**src/rtl/count_pkg.sv**
```systemverilog
// Shared types and constants for the reaction-time count sequencer and the
// CountConverter instantiation site.
package count_pkg;

  // Width of the raw count handed to CountConverter.
  localparam int CNT_W = 16;

  // Default round constants; the converter must be built with the same TARGET.
  localparam logic [CNT_W-1:0] DEF_TARGET  = 16'd5;
  localparam logic [CNT_W-1:0] DEF_TIMEOUT = 16'd15;

  // Round sequencing states.
  typedef enum logic [1:0] {
    ST_IDLE = 2'd0,
    ST_RUN  = 2'd1,
    ST_HOLD = 2'd2
  } state_t;

  // True once the count has gone past the target value.
  function automatic logic is_after_target(input logic [CNT_W-1:0] count,
                                           input logic [CNT_W-1:0] target);
    return (count > target);
  endfunction

endpackage

```
**src/rtl/count_sequencer_tick_prescaler.sv**
```systemverilog
// Divides the system clock down to one tick every TICK_DIV cycles while
// enabled. The divider sits at 0 whenever it is cleared or disabled, so a
// fresh round always sees its first tick TICK_DIV cycles after it starts.
module tick_prescaler #(
  parameter int TICK_DIV = 100_000_000
) (
  input  logic clk,
  input  logic rst,
  input  logic clear,
  input  logic enable,
  output logic tick
);

  localparam int PW = $clog2(TICK_DIV);
  localparam logic [PW-1:0] LAST = PW'(TICK_DIV - 1);

  logic [PW-1:0] div_cnt;

  // Tick is asserted during the cycle the divider sits at its last value.
  assign tick = enable && (div_cnt == LAST);

  // Divider register: held at 0 unless enabled, wraps after LAST.
  always_ff @(posedge clk) begin
    if (rst || clear || !enable) begin
      div_cnt <= '0;
    end else if (div_cnt == LAST) begin
      div_cnt <= '0;
    end else begin
      div_cnt <= div_cnt + PW'(1);
    end
  end

endmodule

```
**src/rtl/count_sequencer.sv**
```systemverilog
// Reaction-time round sequencer. A start pulse arms a round, a prescaled tick
// advances the raw count from 0, and a stop pulse or reaching TIMEOUT freezes
// the count and latches it into result_o.
//
// start_i and stop_i are single-cycle pulses from the debouncers; they carry
// no ready/acknowledge and are acted on only in the states where they matter
// (start in IDLE/HOLD, stop in RUN), being silently dropped elsewhere.
module count_sequencer
  import count_pkg::*;
#(
  parameter int               TICK_DIV = 100_000_000,
  parameter logic [CNT_W-1:0] TARGET   = DEF_TARGET,
  parameter logic [CNT_W-1:0] TIMEOUT  = DEF_TIMEOUT
) (
  input  logic             clk,
  input  logic             rst,
  input  logic             start_i,
  input  logic             stop_i,
  output logic [CNT_W-1:0] counttime_o,
  output logic             phase_o,
  output logic             running_o,
  output logic             done_o,
  output logic             timeout_o,
  output logic [CNT_W-1:0] result_o,
  output logic [1:0]       fsm_state
);

  // The tick that would carry the count onto TIMEOUT ends the round.
  localparam logic [CNT_W-1:0] LAST_STEP = TIMEOUT - 16'd1;

  state_t           state;
  state_t           state_next;
  logic [CNT_W-1:0] count;
  logic [CNT_W-1:0] count_next;
  logic [CNT_W-1:0] result;
  logic [CNT_W-1:0] result_next;
  logic             done;
  logic             done_next;
  logic             timeout;
  logic             timeout_next;
  logic             running;
  logic             pre_clear;
  logic             pre_enable;
  logic             tick;

  tick_prescaler #(
    .TICK_DIV (TICK_DIV)
  ) u_prescaler (
    .clk    (clk),
    .rst    (rst),
    .clear  (pre_clear),
    .enable (pre_enable),
    .tick   (tick)
  );

  // Prescaler only runs while a round is live.
  assign pre_enable = (state == ST_RUN);

  // Next-state and next-value logic; stop outranks a coincident tick.
  always_comb begin
    state_next   = state;
    count_next   = count;
    result_next  = result;
    done_next    = 1'b0;
    timeout_next = timeout;
    pre_clear    = 1'b0;
    case (state)
      ST_IDLE: begin
        count_next = '0;
        if (start_i) begin
          state_next   = ST_RUN;
          pre_clear    = 1'b1;
          timeout_next = 1'b0;
        end
      end
      ST_RUN: begin
        if (stop_i) begin
          state_next   = ST_HOLD;
          result_next  = count;
          done_next    = 1'b1;
          timeout_next = 1'b0;
        end else if (tick) begin
          if (count == LAST_STEP) begin
            state_next   = ST_HOLD;
            count_next   = TIMEOUT;
            result_next  = TIMEOUT;
            done_next    = 1'b1;
            timeout_next = 1'b1;
          end else begin
            count_next = count + 16'd1;
          end
        end
      end
      ST_HOLD: begin
        if (start_i) begin
          state_next   = ST_RUN;
          count_next   = '0;
          pre_clear    = 1'b1;
          timeout_next = 1'b0;
        end
      end
      default: begin
        state_next = ST_IDLE;
        count_next = '0;
      end
    endcase
  end

  // State, count and round-result registers.
  always_ff @(posedge clk) begin
    if (rst) begin
      state   <= ST_IDLE;
      count   <= '0;
      result  <= '0;
      done    <= 1'b0;
      timeout <= 1'b0;
      running <= 1'b0;
    end else begin
      state   <= state_next;
      count   <= count_next;
      result  <= result_next;
      done    <= done_next;
      timeout <= timeout_next;
      running <= (state_next == ST_RUN);
    end
  end

  assign counttime_o = count;
  assign phase_o     = is_after_target(count, TARGET);
  assign running_o   = running;
  assign done_o      = done;
  assign timeout_o   = timeout;
  assign result_o    = result;
  assign fsm_state   = state;

endmodule

```
**config.mk**
```make
export PLATFORM = sky130hd
export DESIGN_NAME = count_sequencer
export DESIGN_NICKNAME = d
export VERILOG_FILES = /design/src/rtl/count_pkg.sv /design/src/rtl/count_sequencer_tick_prescaler.sv /design/src/rtl/count_sequencer.sv
export SDC_FILE = /design/constraint.sdc
export NUM_CORES = 1
export LEC_CHECK = 0
export BUFFER_PORTS_ARGS = -buffer_cell sky130_fd_sc_hd__buf_2
export CORE_ASPECT_RATIO = 0.6
export CORE_MARGIN = 1.5
export CORE_UTILIZATION = 57
export CTS_CLUSTER_SIZE = 40
export DETAILED_ROUTE_END_ITERATION = 10
export PLACE_DENSITY = 0.82
export SLEW_MARGIN = 20
export SYNTH_ARGS = -nofsm -noshare
export SYNTH_HDL_FRONTEND = slang
export SYNTH_HIERARCHICAL = 1
export SYNTH_SLANG_ARGS = --single-unit
```
**constraint.sdc**
```tcl
create_clock -name clk -period 3.35 [get_ports clk]
set_input_delay 0 -clock clk [delete_from_list [all_inputs] [get_ports clk]]
set_output_delay 0 -clock clk [all_outputs]
set_load 0.005 [all_outputs]
```
==> flow_summary.json <==
{
  "rr_endpoint": "counttime_o[14]",
  "grt_use_total_pct": 29.0,
  "reg2reg_depth": 8,
  "cts.clk_slew.worst_paths_ps": 70,
  "worst_pin_slew_ps": 849,
  "synth_area_leaders": "dfxtp_1 (39%), a21oi_1 (6.5%), nor2_1 (4.7%)",
  "root_buffer": "clkbuf_8",
  "sw_frac_of_total_pct": 22.6,
  "cts_setup_buffers": 0,
  "routed_wl_mm": 8.24,
  "final_util_pct": 66.9,
  "internal-power_w": 0.00131,
  "post_drt_wl_per_cell_um": 16.4,
  "min_path_type": "in2reg",
  "synth_top_area_share_pct": 39.4,
  "totalPowerFinal_w": 0.00169,
  "crit_type": "reg2reg",
  "drive_above_1_share_pct": 19.7,
  "dieArea_um2": 6170,
  "status": "complete, no violations",
  "async_reset_ff_share_pct": 0,
  "fmax_ghz": 0.317,
  "final_cell_mix": "dfxtp_1 (64), a21oi_1 (42), nor2_1 (41), buf_2 (41), nand2_1 (25)",
  "viasPerCell": 6.12,
  "num-nets-final": 425,
  "fin_tns_setup_ps": 0,
  "syn_area_um2": 3250,
  "synth_nets": 391,
  "setup_viol": 0,
  "use_met1_pct": 39.7,
  "clockPowerShare_pct": 49.2,
  "finalMaxSlewViolations": 0,
  "antenna_found_initial": 0,
  "final_common_cell": "dfxtp_1",
  "holdPathStages": 2,
  "start_util_pct": 58.6,
  "syn_avg_cell_area_um2": 8.50,
  "area_growth_syn_to_layout_pct": 14.3,
  "start_kind": "flip-flop",
  "final.period_utilization_pct": 94.0,
  "slew_headroom_pct": 42.9,
  "cellPowerDensity_nw_per_um2": 457,
  "cts_tree": "yes",
  "ys_seq_elements": 64,
  "fill_cells": 456,
  "ioPinCount": 42,
  "dpl.hpwl_mm": 5.48,
  "cts_buffers": 9,
  "p_leak_nw": 1.36,
  "grt_max_degree": 36,
  "hold_path_startpoint": "stop_i",
  "port_buffers": 41,
  "ys_seq_area_share_pct": 39.4,
  "holdPathEnd": "timeout_o",
  "synth_area_leader_cell": "dfxtp_1",
  "use_met2_pct": 44.8,
  "ant_nets": 0,
  "cts_hold_buffers": 1,
  "max_cap_viol_count": 0,
  "cp.arrival_ps": 3420,
  "end_kind": "flip-flop",
  "cts_resized": 0,
  "combPwrFrac_pct": 5.2,
  "rr_startpoint": "u_prescaler/div_cnt[12]",
  "first_global_vias": 2721,
  "dieWidth_um": 100,
  "drcViolationCount": 0,
  "htreeDepth": 3,
  "clockBufferDepth": 2,
  "clock_skew_ps": 9.90,
  "rsz0062_at_grt": "no",
  "antenna_cells": 0,
  "vdd_drop_max_uv": 369,
  "synth_edf_count": 0,
  "drtIter0Drc": 276,
  "finalHoldViolCount": 0,
  "overflow": 0,
  "firstDrtPassIters": 5,
  "core_um2": 5540,
  "synth_cell_types": 56,
  "synth_flop_cell": "dfxtp_1",
  "worst-path-max-fanout": 9,
  "finalCriticalPeriod_ps": 3150,
  "place_congestion": 0.872,
  "top_usage_layer": "met2",
  "cp.required_ps": 3620,
  "ff2ff_setup_slack_ps": 200,
  "die_h_um": 61.5,
  "yosys_warnings": 6,
  "fp-row-count": 21,
  "vias": 3064,
  "pwr-share-seq_pct": 45.6,
  "grt_pass1_wl_mm": 13.5,
  "power_switching_w": 0.000384,
  "clock_sinks": 64,
  "met3_usage_pct": 9.31,
  "synth_cells": 382,
  "clock_latency_ps": 350
}
-- state kept, by name (all words and copies together) (netlist names) --
register and cells:
counttime_o 16, timeout_o 1, u_prescaler/div_cnt 27, result_o 16, running_o 1, done_o 1
fsm_state 2
-- worst max-delay path by stage --
stage	to	slack, ps	from
5_1_grt	counttime_o[14]	90	u_prescaler/div_cnt[12]
6_report	counttime_o[14]	200	u_prescaler/div_cnt[12]
3_5_place_dp	counttime_o[14]	270	u_prescaler/div_cnt[12]
4_1_cts	counttime_o[14]	240	u_prescaler/div_cnt[12]
2_1_floorplan	counttime_o[13]	470	u_prescaler/div_cnt[19]
3_3_place_gp	counttime_o[14]	370	u_prescaler/div_cnt[12]
-- metal layers --
layer | routed length (µm) | vias to the layer above
li1 | - | 1454
met1 | 3950 | 1452
met2 | 3490 | 149
met3 | 736 | 9
met4 | 67 | 0
met5 | 0 | -
-- Yosys cell counts, drive strengths merged, types with 2 or more instances --
master  instances
and4            3
dfxtp          64
o221ai          6
nand2          27
clkbuf         15
a21o            4
or4            11
or2             3
nand4          17
nor4            6
a21oi          44
xor2           13
and2            3
nand3          21
or3             6
ha              5
buf             9
and3            7
o31ai           2
o21ai           6
inv            13
nor3            7
a211oi         14
nor2b           5
xnor2          10
nor2           41
nand2b          3
o22ai           2
-- worst max-delay path: stages (launching register included) --
cell and delay [ps]:
dfxtp_1 360, or4_1 510, or4_4 500, nor4_4 230, and3_2 310, nand2b_1 90, a21o_1 290, or4_1 540
a211oi_1 240
-- power groups by stage --
stage           logic, W  clock network, W  registers (W)
2_1_floorplan  0.0000614                 0       0.000789
3_5_place_dp   0.0000852                 0       0.000789
5_1_grt        0.0000968          0.000882       0.000773
4_1_cts        0.0000866          0.000845       0.000772
3_3_place_gp   0.0000827                 0       0.000789
6_report       0.0000881          0.000834       0.000772
-- area by class of cell --
| cell class | instances | area [µm²] | area share, % |
|---|---|---|---|
| clock inverter | 6 | 115 | 3.10 |
| tap | 80 | 100 | 2.70 |
| multi-input combinational | 281 | 1780 | 47.8 |
| timing repair buffer | 47 | 253 | 6.81 |
| sequential | 64 | 1280 | 34.5 |
| clock buffer | 10 | 138 | 3.71 |
| inverter | 13 | 48.8 | 1.31 |
-- logic make-up after synthesis --
kind of cell    share of synthesized area, %
xor+xnor                                6.20
buf+inv                                 5.89
flops                                   39.4
simple gates                            28.5
compound gates                          18.0
fa+ha+maj                               1.93
-- through the flow --
step	instances	setup WS (ps)	hold WS [ps]	area, µm²
finish	501	200	181	3710
CTS	501	236	171	3710
global route	501	94.7	193	3710
detailed placement	484	274	327	3450
global placement	484	367	327	3450
floorplan	382	471	192	3250
Power figures use the tool's default switching activity.
